<file path="config.mk">
export PLATFORM = sky130hd
export DESIGN_NAME = instr_encoder_loader
export DESIGN_NICKNAME = d
export VERILOG_FILES = /design/src/rtl/instr_encoder_loader.sv
export SDC_FILE = /design/constraint.sdc
export NUM_CORES = 1
export LEC_CHECK = 0
export ABC_AREA = 0
export CAP_MARGIN = 10
export CORE_ASPECT_RATIO = 0.9
export CORE_MARGIN = 8
export CORE_UTILIZATION = 53
export CTS_CLUSTER_SIZE = 40
export DETAILED_ROUTE_END_ITERATION = 7
export PLACE_DENSITY_LB_ADDON = 0.25
export SETUP_SLACK_MARGIN = 0.05
export SLEW_MARGIN = 10
export SYNTH_ARGS = -nofsm -noshare
export SYNTH_HDL_FRONTEND = slang
export SYNTH_SLANG_ARGS = --single-unit
</file>
<file path="constraint.sdc">
create_clock -name clk -period 15.3 [get_ports clk]
set_clock_uncertainty 0.15 [all_clocks]
set_input_delay 1.53 -clock clk [delete_from_list [all_inputs] [get_ports clk]]
set_output_delay 1.53 -clock clk [all_outputs]
set_load 0.05 [all_outputs]
</file>
<file path="src/rtl/instr_encoder_loader.sv">
// RV32I instruction encoder and instruction-memory loader: range-checks and packs
// opcode/register/funct/immediate fields, then streams words to memory at an auto-incrementing address.
module instr_encoder_loader #(
    parameter int ADDR_W    = 12,
    parameter int BASE_ADDR = 0
) (
    input  logic               clk,
    input  logic               rst,
    input  logic               restart,
    input  logic               in_valid,
    output logic               in_ready,
    input  logic [6:0]         opcode,
    input  logic [4:0]         rd,
    input  logic [4:0]         rs1,
    input  logic [4:0]         rs2,
    input  logic [2:0]         funct3,
    input  logic [6:0]         funct7,
    input  logic signed [31:0] imm,
    output logic               mem_we,
    input  logic               mem_ready,
    output logic [ADDR_W-1:0]  mem_addr,
    output logic [31:0]        mem_wdata,
    output logic [15:0]        word_count,
    output logic               err,
    output logic [1:0]         err_code,
    input  logic               clr_err
);

    localparam logic [6:0] OPCODE_LUI    = 7'b0110111;
    localparam logic [6:0] OPCODE_AUIPC  = 7'b0010111;
    localparam logic [6:0] OPCODE_JAL    = 7'b1101111;
    localparam logic [6:0] OPCODE_JALR   = 7'b1100111;
    localparam logic [6:0] OPCODE_BRANCH = 7'b1100011;
    localparam logic [6:0] OPCODE_LOAD   = 7'b0000011;
    localparam logic [6:0] OPCODE_STORE  = 7'b0100011;
    localparam logic [6:0] OPCODE_OP_IMM = 7'b0010011;
    localparam logic [6:0] OPCODE_OP     = 7'b0110011;

    localparam logic [1:0] E_NONE  = 2'b00;
    localparam logic [1:0] E_RANGE = 2'b01;
    localparam logic [1:0] E_MISAL = 2'b10;
    localparam logic [1:0] E_UNSUP = 2'b11;

    localparam logic [ADDR_W-1:0] BASE = ADDR_W'(BASE_ADDR);

    typedef enum logic [1:0] {IDLE, CHECK, WRITE} state_t;

    state_t state, state_nxt;

    logic [6:0]         opcode_p0;
    logic [4:0]         rd_p0, rs1_p0, rs2_p0;
    logic [2:0]         funct3_p0;
    logic [6:0]         funct7_p0;
    logic signed [31:0] imm_p0;

    logic [1:0]  cls_p1;
    logic [31:0] word_p1;
    logic        accept;
    logic        restart_pend;

    // Error class with priority unsupported > misaligned > out of range.
    function automatic logic [1:0] classify(input logic [6:0] op, input logic signed [31:0] v);
        logic [1:0] c;
        c = E_NONE;
        case (op)
            OPCODE_OP: c = E_NONE;
            OPCODE_OP_IMM, OPCODE_LOAD, OPCODE_JALR, OPCODE_STORE:
                c = (&v[31:11] || ~|v[31:11]) ? E_NONE : E_RANGE;
            OPCODE_BRANCH:
                if (v[0])                          c = E_MISAL;
                else if (!(&v[31:12] || ~|v[31:12])) c = E_RANGE;
            OPCODE_LUI, OPCODE_AUIPC:
                c = (|v[11:0]) ? E_RANGE : E_NONE;
            OPCODE_JAL:
                if (v[0])                          c = E_MISAL;
                else if (!(&v[31:20] || ~|v[31:20])) c = E_RANGE;
            default: c = E_UNSUP;
        endcase
        return c;
    endfunction

    function automatic logic [31:0] pack(input logic [6:0] op, input logic [4:0] d,
                                         input logic [4:0] s1, input logic [4:0] s2,
                                         input logic [2:0] f3, input logic [6:0] f7,
                                         input logic signed [31:0] v);
        logic [31:0] w;
        w = '0;
        case (op)
            OPCODE_OP:                               w = {f7, s2, s1, f3, d, op};
            OPCODE_OP_IMM, OPCODE_LOAD, OPCODE_JALR: w = {v[11:0], s1, f3, d, op};
            OPCODE_STORE:  w = {v[11:5], s2, s1, f3, v[4:0], op};
            OPCODE_BRANCH: w = {v[12], v[10:5], s2, s1, f3, v[4:1], v[11], op};
            OPCODE_LUI, OPCODE_AUIPC:                w = {v[31:12], d, op};
            OPCODE_JAL:    w = {v[20], v[10:1], v[11], v[19:12], d, op};
            default:       w = '0;
        endcase
        return w;
    endfunction

    assign accept = (state == IDLE) && in_valid && in_ready;
    assign mem_we = (state == WRITE);

    // p0: request capture on accept
    always_ff @(posedge clk) begin
        if (accept) begin
            opcode_p0 <= opcode;
            rd_p0     <= rd;
            rs1_p0    <= rs1;
            rs2_p0    <= rs2;
            funct3_p0 <= funct3;
            funct7_p0 <= funct7;
            imm_p0    <= imm;
        end
    end

    // p1: classification and packing, consumed in CHECK
    always_comb begin
        cls_p1  = classify(opcode_p0, imm_p0);
        word_p1 = pack(opcode_p0, rd_p0, rs1_p0, rs2_p0, funct3_p0, funct7_p0, imm_p0);
    end

    always_comb begin
        state_nxt = state;
        case (state)
            IDLE:    if (accept) state_nxt = CHECK;
            CHECK:   state_nxt = (cls_p1 == E_NONE) ? WRITE : IDLE;
            WRITE:   if (mem_ready) state_nxt = IDLE;
            default: state_nxt = IDLE;
        endcase
    end

    // p2: memory write, pointer and error bookkeeping
    always_ff @(posedge clk or posedge rst) begin
        if (rst) begin
            state        <= IDLE;
            in_ready     <= 1'b0;
            mem_addr     <= BASE;
            mem_wdata    <= '0;
            word_count   <= '0;
            err          <= 1'b0;
            err_code     <= E_NONE;
            restart_pend <= 1'b0;
        end else begin
            state    <= state_nxt;
            in_ready <= (state_nxt == IDLE);

            if (state == CHECK && cls_p1 == E_NONE)
                mem_wdata <= word_p1;

            // A restart seen mid-write is deferred until the write lands at its latched address.
            if (state == WRITE) begin
                if (mem_ready) begin
                    restart_pend <= 1'b0;
                    if (restart || restart_pend) begin
                        mem_addr   <= BASE;
                        word_count <= '0;
                    end else begin
                        mem_addr <= mem_addr + ADDR_W'(4);
                        if (word_count != 16'hFFFF)
                            word_count <= word_count + 16'd1;
                    end
                end else if (restart) begin
                    restart_pend <= 1'b1;
                end
            end else if (restart) begin
                mem_addr   <= BASE;
                word_count <= '0;
            end

            if (state == CHECK && cls_p1 != E_NONE) begin
                err <= 1'b1;
                if (!err || clr_err)
                    err_code <= cls_p1;
            end else if (clr_err) begin
                err      <= 1'b0;
                err_code <= E_NONE;
            end
        end
    end

endmodule

</file>
==> metrics.cfg, run 1 <==
[pwr]
irDropWorstVdd_uv = 72.9
power.share.sequential_pct = 45.6
clkPwrFrac_pct = 46.8
p_per_area_mw_per_mm2 = 116
p_sw_uw = 203
comb_power_share_pct = 7.6
p_int_uw = 674
p_leak_uw = 0.00295
p_sw_share_pct = 23.2

[critical_path]
r2r-start = opcode_p0[2]$_DFFE_PP_
crit_type = input port to register
cp-end-kind = register
rr_worst_depth = 7
crit_path_max_fanout = 21
required_ns = 15.45
reg2reg_slack_ns = 12.34
critPathLaunchType = input port
r2r_end = mem_wdata[15]$_DFFE_PP0P_
worstPathArrival_ns = 3.93

[sta]
fin_crit_ns = 3.78
finalSetupViolCount = 0
hold_viol = 0
relSlewSlack_pct = 30.7
period_share_pct = 24.7
rsz0062_at_grt = false
hold_ws_ns = 0.324
tns_ns = 0
max_freq_mhz = 265
worst_pin_slew_ns = 1.04
drv_slew = 0

[finish]
diodes = 0
area_growth_syn_to_layout_pct = 36.8
nNetsFinal = 661
drive_gt1_share_pct = 7.81

[logic_synthesis]
ys_seq_area_share_pct = 64.0
synthArstFlopShare_pct = 50.4
netlist_area_mm2 = 0.00554
ys_types = 52
synth_flop_cell = dfrtp_1
synth_edf_count = 64
yosysWarnings = 0
synth_cells = 449
syn_area_per_cell_um2 = 12.3
synth-seq-cells = 129

[cts]
htreeDepth = 4
cts_tree = yes
postCtsSetupRepairBufs = 0
postCtsHoldBufs = 0
ctsResizeCount = 0
clock-sinks = 129
root_buffer = clkbuf_16
cts_inserted_buffers = 17
clk_pin_slew_ns = 0.05
clock_path_buffers = 2
insertion_delay_ns = 0.41

[detailed_routing]
drcViolationCount = 0
wl_per_cell_um = 19.6
dr.pass1.iters = 5
via_per_inst = 6.00
routed_wl_um = 14300
drtAntennaViolNets = 0
dr.first_iter.drc_count = 575
dr_total_vias = 4384

[die]
start_util_pct = 54.3
die_w_um = 124
pin_count = 135
die-area_mm2 = 0.0140
core_area_mm2 = 0.0102
rows = 35
die_h_um = 113

[global_route]
grt_first_pass_wirelength_um = 22600
grt_remaining_overflow = 0
grt_pass1_vias = 4538
grt_max_degree = 66
grt_usage_pct = 20.8
antenna_found_initial = 0

[worst_hold_path]
hold_class = register to register
whs_endpoint = mem_wdata[0]$_DFFE_PP0P_
hold_depth = 1
min-delay-start = mem_wdata[0]$_DFFE_PP0P_

[job]
maxCapViolCount = 0

[placed_design]
io_buffers = 132
routabilityCongestion = 0.880
dp.final_hpwl_um = 9930

[run_status]
status = complete, no violations

layout by cell type, fill, tap and decap left out, types with 5 or more instances in the layout:
cell type and n:
clkbuf_16 17, and3_1 13, nand4_1 13, mux2_1 13
nor3_1 9, nor2_1 26, inv_1 17, a222oi_1 10
dfrtp_1 65, mux2_2 5, a31oi_1 8, o21ai_0 44
nand2b_1 5, a21oi_1 9, nor4_1 10, edfxtp_1 64
mux2i_1 14, o31ai_1 7, a22o_1 13, clkdlybuf4s50_1 132
nand2_1 33, nand3_1 16
layout make-up:
class	instances	area, um2
Timing Repair Buffer	135	1340
Tap cell	129	161
Clock inverter	14	179
Sequential cell	129	3550
Inverter	18	67.6
Multi-Input combinational cell	288	1850
Fill cell	704	2630
Clock buffer	18	429
per-layer routing:
layer	up-vias	track usage (%)	part of all wire, %
met5	-	0	0
met4	0	6.74	1.4
met3	17	6.02	8.2
met2	209	34.6	50
met1	2151	25.2	40
li1	2007	-	-
synth_stat cells, types with 3 or more instances:
library cell,instances,area share (%)
nand2_1,33,2.2
a222oi_1,10,1.8
dfrtp_1,65,29
and3_1,13,1.5
mux2_2,5,1.0
a21oi_1,9,0.81
nor4_1,10,1.1
or2_2,4,0.45
nand3_1,16,1.4
a22o_1,13,2.1
nor3_1,10,0.90
clkbuf_1,9,0.61
nand2b_1,5,0.56
o31ai_1,7,0.95
mux2i_1,14,2.5
buf_4,3,0.41
mux2_1,13,2.6
edfxtp_1,64,35
nand4_1,13,1.5
o21ai_0,44,4.0
nor2_1,26,1.8
inv_1,18,1.2
a31oi_1,8,0.90
nor2b_1,4,0.45
worst max-delay path by stage:
stage	from	endpoint	slack (ns)	cells after the start
global placement	restart	word_count[10]$_DFFE_PP0P_	11.32	6
finish	restart	word_count[11]$_DFFE_PP0P_	11.52	6
global route	restart	word_count[7]$_DFFE_PP0P_	11.27	6
floorplan	in_valid	funct3_p0[0]$_DFFE_PP_	8.57	2
detailed placement	restart	word_count[11]$_DFFE_PP0P_	11.18	6
CTS	state[0]$_DFF_PP0_	mem_we	11.53	3
stage by stage:
stage                     area, um2  setup slack [ns]  std cells  utilization [%]  power, uW
after floorplan                5540              8.57        450                -        439
after global routing           7580             11.27        731             74.3        905
after CTS                      7580             11.53        731             74.3        883
after global placement         6970             11.32        699             68.3        471
final                          7580             11.52        731             74.3        878
after detailed placement       6970             11.18        699             68.3        473
critical path, stage by stage:
cell and delay [ns]:
clkdlybuf4s50_1 0.46, nor2_1 0.22, nand2_1 0.45, nor2_1 0.62
o21ai_1 0.34, o31ai_1 0.31
power by group through the flow:
stage | Combinational (uW) | Clock (uW) | Sequential, uW
finish | 66.5 | 411 | 400
global route | 71.1 | 431 | 402
CTS | 67.4 | 416 | 400
detailed placement | 66.9 | 0 | 406
global placement | 65.5 | 0 | 405
floorplan | 25.6 | 0 | 414
flip-flops by register name, indices dropped and copies added (netlist names):
name and count:
mem_addr 10, err 1, opcode_p0 7, rs1_p0 5, funct3_p0 3, err_code 2
imm_p0 32, funct7_p0 7, state 2, mem_wdata 32, rs2_p0 5, word_count 16
in_ready 1, rd_p0 5, restart_pend 1
cell families (layout without fill, tap and decap cells):
kind of cell | count (synthesis) | in the layout | share of synthesized area [%]
adder cells (fa/ha/maj) | 2 | 2 | 0.452
other | 1 | 2 | 0.0677
flip-flops | 129 | 129 | 64.0
XOR/XNOR | 1 | 1 | 0.158
AND/OR/NAND/NOR | 144 | 144 | 13.4
multiplexers | 32 | 32 | 6.19
buffers and inverters | 33 | 185 | 2.73
AO/OA/AOI/OAI | 107 | 107 | 12.9
Power figures use the tool's default switching activity.
==> run 2, diff against run 1 <==
--- a/config.mk
+++ b/config.mk
@@ -9,7 +9,7 @@
 export CAP_MARGIN = 10
 export CORE_ASPECT_RATIO = 0.9
 export CORE_MARGIN = 8
-export CORE_UTILIZATION = 53
+export CORE_UTILIZATION = 45
 export CTS_CLUSTER_SIZE = 40
 export DETAILED_ROUTE_END_ITERATION = 7
 export PLACE_DENSITY_LB_ADDON = 0.25
==> constraint.sdc (replaced) <==
create_clock -name clk -period 3.2 [get_ports clk]
set_clock_uncertainty 0.15 [all_clocks]
set_input_delay 0.32 -clock clk [delete_from_list [all_inputs] [get_ports clk]]
set_output_delay 0.32 -clock clk [all_outputs]
set_load 0.05 [all_outputs]
==> metrics.cfg, run 2 (synthesized netlist as in run 1, its figures left out) <==
[run_status]
status = complete, no violations

[pwr]
p_per_area_mw_per_mm2 = 553  ; +380%
irDropWorstVdd_uv = 368  ; +410%
p_leak_uw = 0.00299  ; +1.5%

[sta]
relSlewSlack_pct = 44.2  ; +14 points
hold_ws_ns = 0.227  ; -0.0969 ns
drv_slew = 0  ; unchanged
finalSetupViolCount = 0  ; unchanged
max_freq_mhz = 358
period_share_pct = 87.3
tns_ns = 0  ; unchanged
worst_pin_slew_ns = 0.829  ; -0.209 ns
fin_crit_ns = 2.79
rsz0062_at_grt = false
hold_viol = 0  ; unchanged

[detailed_routing]
drcViolationCount = 0  ; unchanged
drtAntennaViolNets = 0  ; unchanged
dr.pass1.iters = 6  ; +1
dr.first_iter.drc_count = 445  ; -23%
dr_total_vias = 4313  ; -1.6%
routed_wl_um = 14200  ; -0.90%
via_per_inst = 5.61  ; -6.5%
wl_per_cell_um = 18.5  ; -5.8%

[critical_path]
cp_slowest_cell = edfxtp_1
required_ns = 3.33  ; -12.12 ns
reg2reg_slack_ns = 0.41  ; -11.93 ns
cpPeakStageDelay_ns = 0.58  ; -0.04 ns
worstPathArrival_ns = 2.92  ; -1.01 ns
crit_type = register to register
crit_path_max_fanout = 18  ; -14%
critPathLaunchType = register
crit_chain = nor3b_1 -> a2111oi_2 -> o21ai_1 -> a31o_1 -> nor3_4 -> buf_4 -> mux2_1
cp-end-kind = register

[placed_design]
dp.final_hpwl_um = 10500  ; +5.4%
io_buffers = 132  ; unchanged
routabilityCongestion = 0.866  ; -1.6%

[finish]
largestRegisters = imm_p0: 32 flops, mem_wdata: 32 flops, word_count: 16 flops
drive_gt1_share_pct = 8.54  ; +0.73 points
post-route-util_pct = 63.9  ; -10 points
area_growth_syn_to_layout_pct = 38.8
nNetsFinal = 668  ; +1.1%
final_common_cell = clkdlybuf4s50_1
layout_common_cells = clkdlybuf4s50_1 (132), dfrtp_1 (65), edfxtp_1 (64)
diodes = 0  ; unchanged

[die]
pin_count = 135  ; unchanged
die_w_um = 133  ; +7.4%
die-area_mm2 = 0.0161  ; +15%
rows = 38  ; +8.6%
start_util_pct = 46.1  ; -8.2 points
core_area_mm2 = 0.0120  ; +18%
die_h_um = 121  ; +7.3%

[cts]
clock_path_buffers = 2  ; unchanged
htreeDepth = 4  ; unchanged
postCtsHoldBufs = 0  ; unchanged
insertion_delay_ns = 0.40  ; about the same
cts_tree = yes
ctsResizeCount = 0  ; unchanged
postCtsSetupRepairBufs = 0  ; unchanged
clk_pin_slew_ns = 0.05  ; about the same
clock-sinks = 129  ; unchanged
cts_inserted_buffers = 17  ; unchanged
root_buffer = clkbuf_16

[global_route]
busiest_layer = met2
antenna_found_initial = 0  ; unchanged
use_met1_pct = 23.4  ; -1.8 points
use_met3_pct = 6.75  ; +0.72 points
grt_pass1_vias = 4333  ; -4.5%
grt_remaining_overflow = 0  ; unchanged
use_met2_pct = 27.6  ; -7.0 points
grt_first_pass_wirelength_um = 23000  ; +1.7%
grt_usage_pct = 18.1  ; -2.7 points
grt_max_degree = 34  ; -48%

[worst_hold_path]
hold_class = input port to asynchronous set/reset pin

[job]
maxCapViolCount = 0  ; unchanged

==> run 2: cell types whose count changed in the layout (fill, tap and decap cells not counted), sizes merged <==
| cell | delta |
|---|---|
| clkinvlp | -1 |
| buf | +7 |
| inv | -4 |
| bufinv | +1 |
| clkbuf | +4 |
==> run 2: worst max-delay path, delay by kind of cell (launching register included) <==
family,cells,cell delay [ns]
AOI/OAI and AO/OA,3,0.82
buffers and inverters,1,0.30
DFF,1,0.58
muxes,1,0.37
and+or+nand+nor,2,0.45
==> run 2: routing by layer <==
| layer | up-vias | part of all wire, % | routed length [um] |
|---|---|---|---|
| met5 | - | 0 | 0 |
| met4 | 0 | 1.0 | 146 |
| met3 | 11 | 8.9 | 1270 |
| met2 | 197 | 47 | 6720 |
| met1 | 2093 | 43 | 6060 |
| li1 | 2012 | - | - |
==> run 2: worst paths after layout <==
check / start / endpoint / depth (start not counted)
max in group asynchronous: rst / mem_wdata[7]$_DFFE_PP0P_ / 3
worst min register to register: mem_wdata[1]$_DFFE_PP0P_ / mem_wdata[1]$_DFFE_PP0P_ / 1
min in group clk: mem_wdata[1]$_DFFE_PP0P_ / mem_wdata[1]$_DFFE_PP0P_ / 1
worst min-delay path: rst / mem_wdata[1]$_DFFE_PP0P_ / 2
worst max-delay path: opcode_p0[2]$_DFFE_PP_ / mem_wdata[6]$_DFFE_PP0P_ / 7
worst max register to register: opcode_p0[2]$_DFFE_PP_ / mem_wdata[6]$_DFFE_PP0P_ / 7
==> run 2: power breakdown <==
group | internal (uW) | switching [uW]
registers | 1850 | 65.7
clock network | 1340 | 674
logic | 144 | 182
total | 3330 | 922
==> run 2: per-stage QoR <==
| step | power, uW | setup WS (ns) | instance area (um2) | std cells |
|---|---|---|---|---|
| after detailed placement | 2270 | 0.461 | 7070 | 737 |
| after CTS | 4290 | 0.429 | 7690 | 769 |
| final | 4260 | 0.408 | 7690 | 769 |
| after global placement | 2260 | 0.540 | 7070 | 737 |
| after floorplan | 2090 | 0.260 | 5560 | 450 |
| after global routing | 4390 | 0.220 | 7690 | 769 |
==> run 2: cell type report <==
class	instances	area [um2]
Fill cell	926	4340
Sequential cell	129	3550
Multi-Input combinational cell	288	1860
Timing Repair Buffer	142	1400
Clock buffer	22	464
Tap cell	160	200
Clock inverter	10	159
Inverter	18	67.6
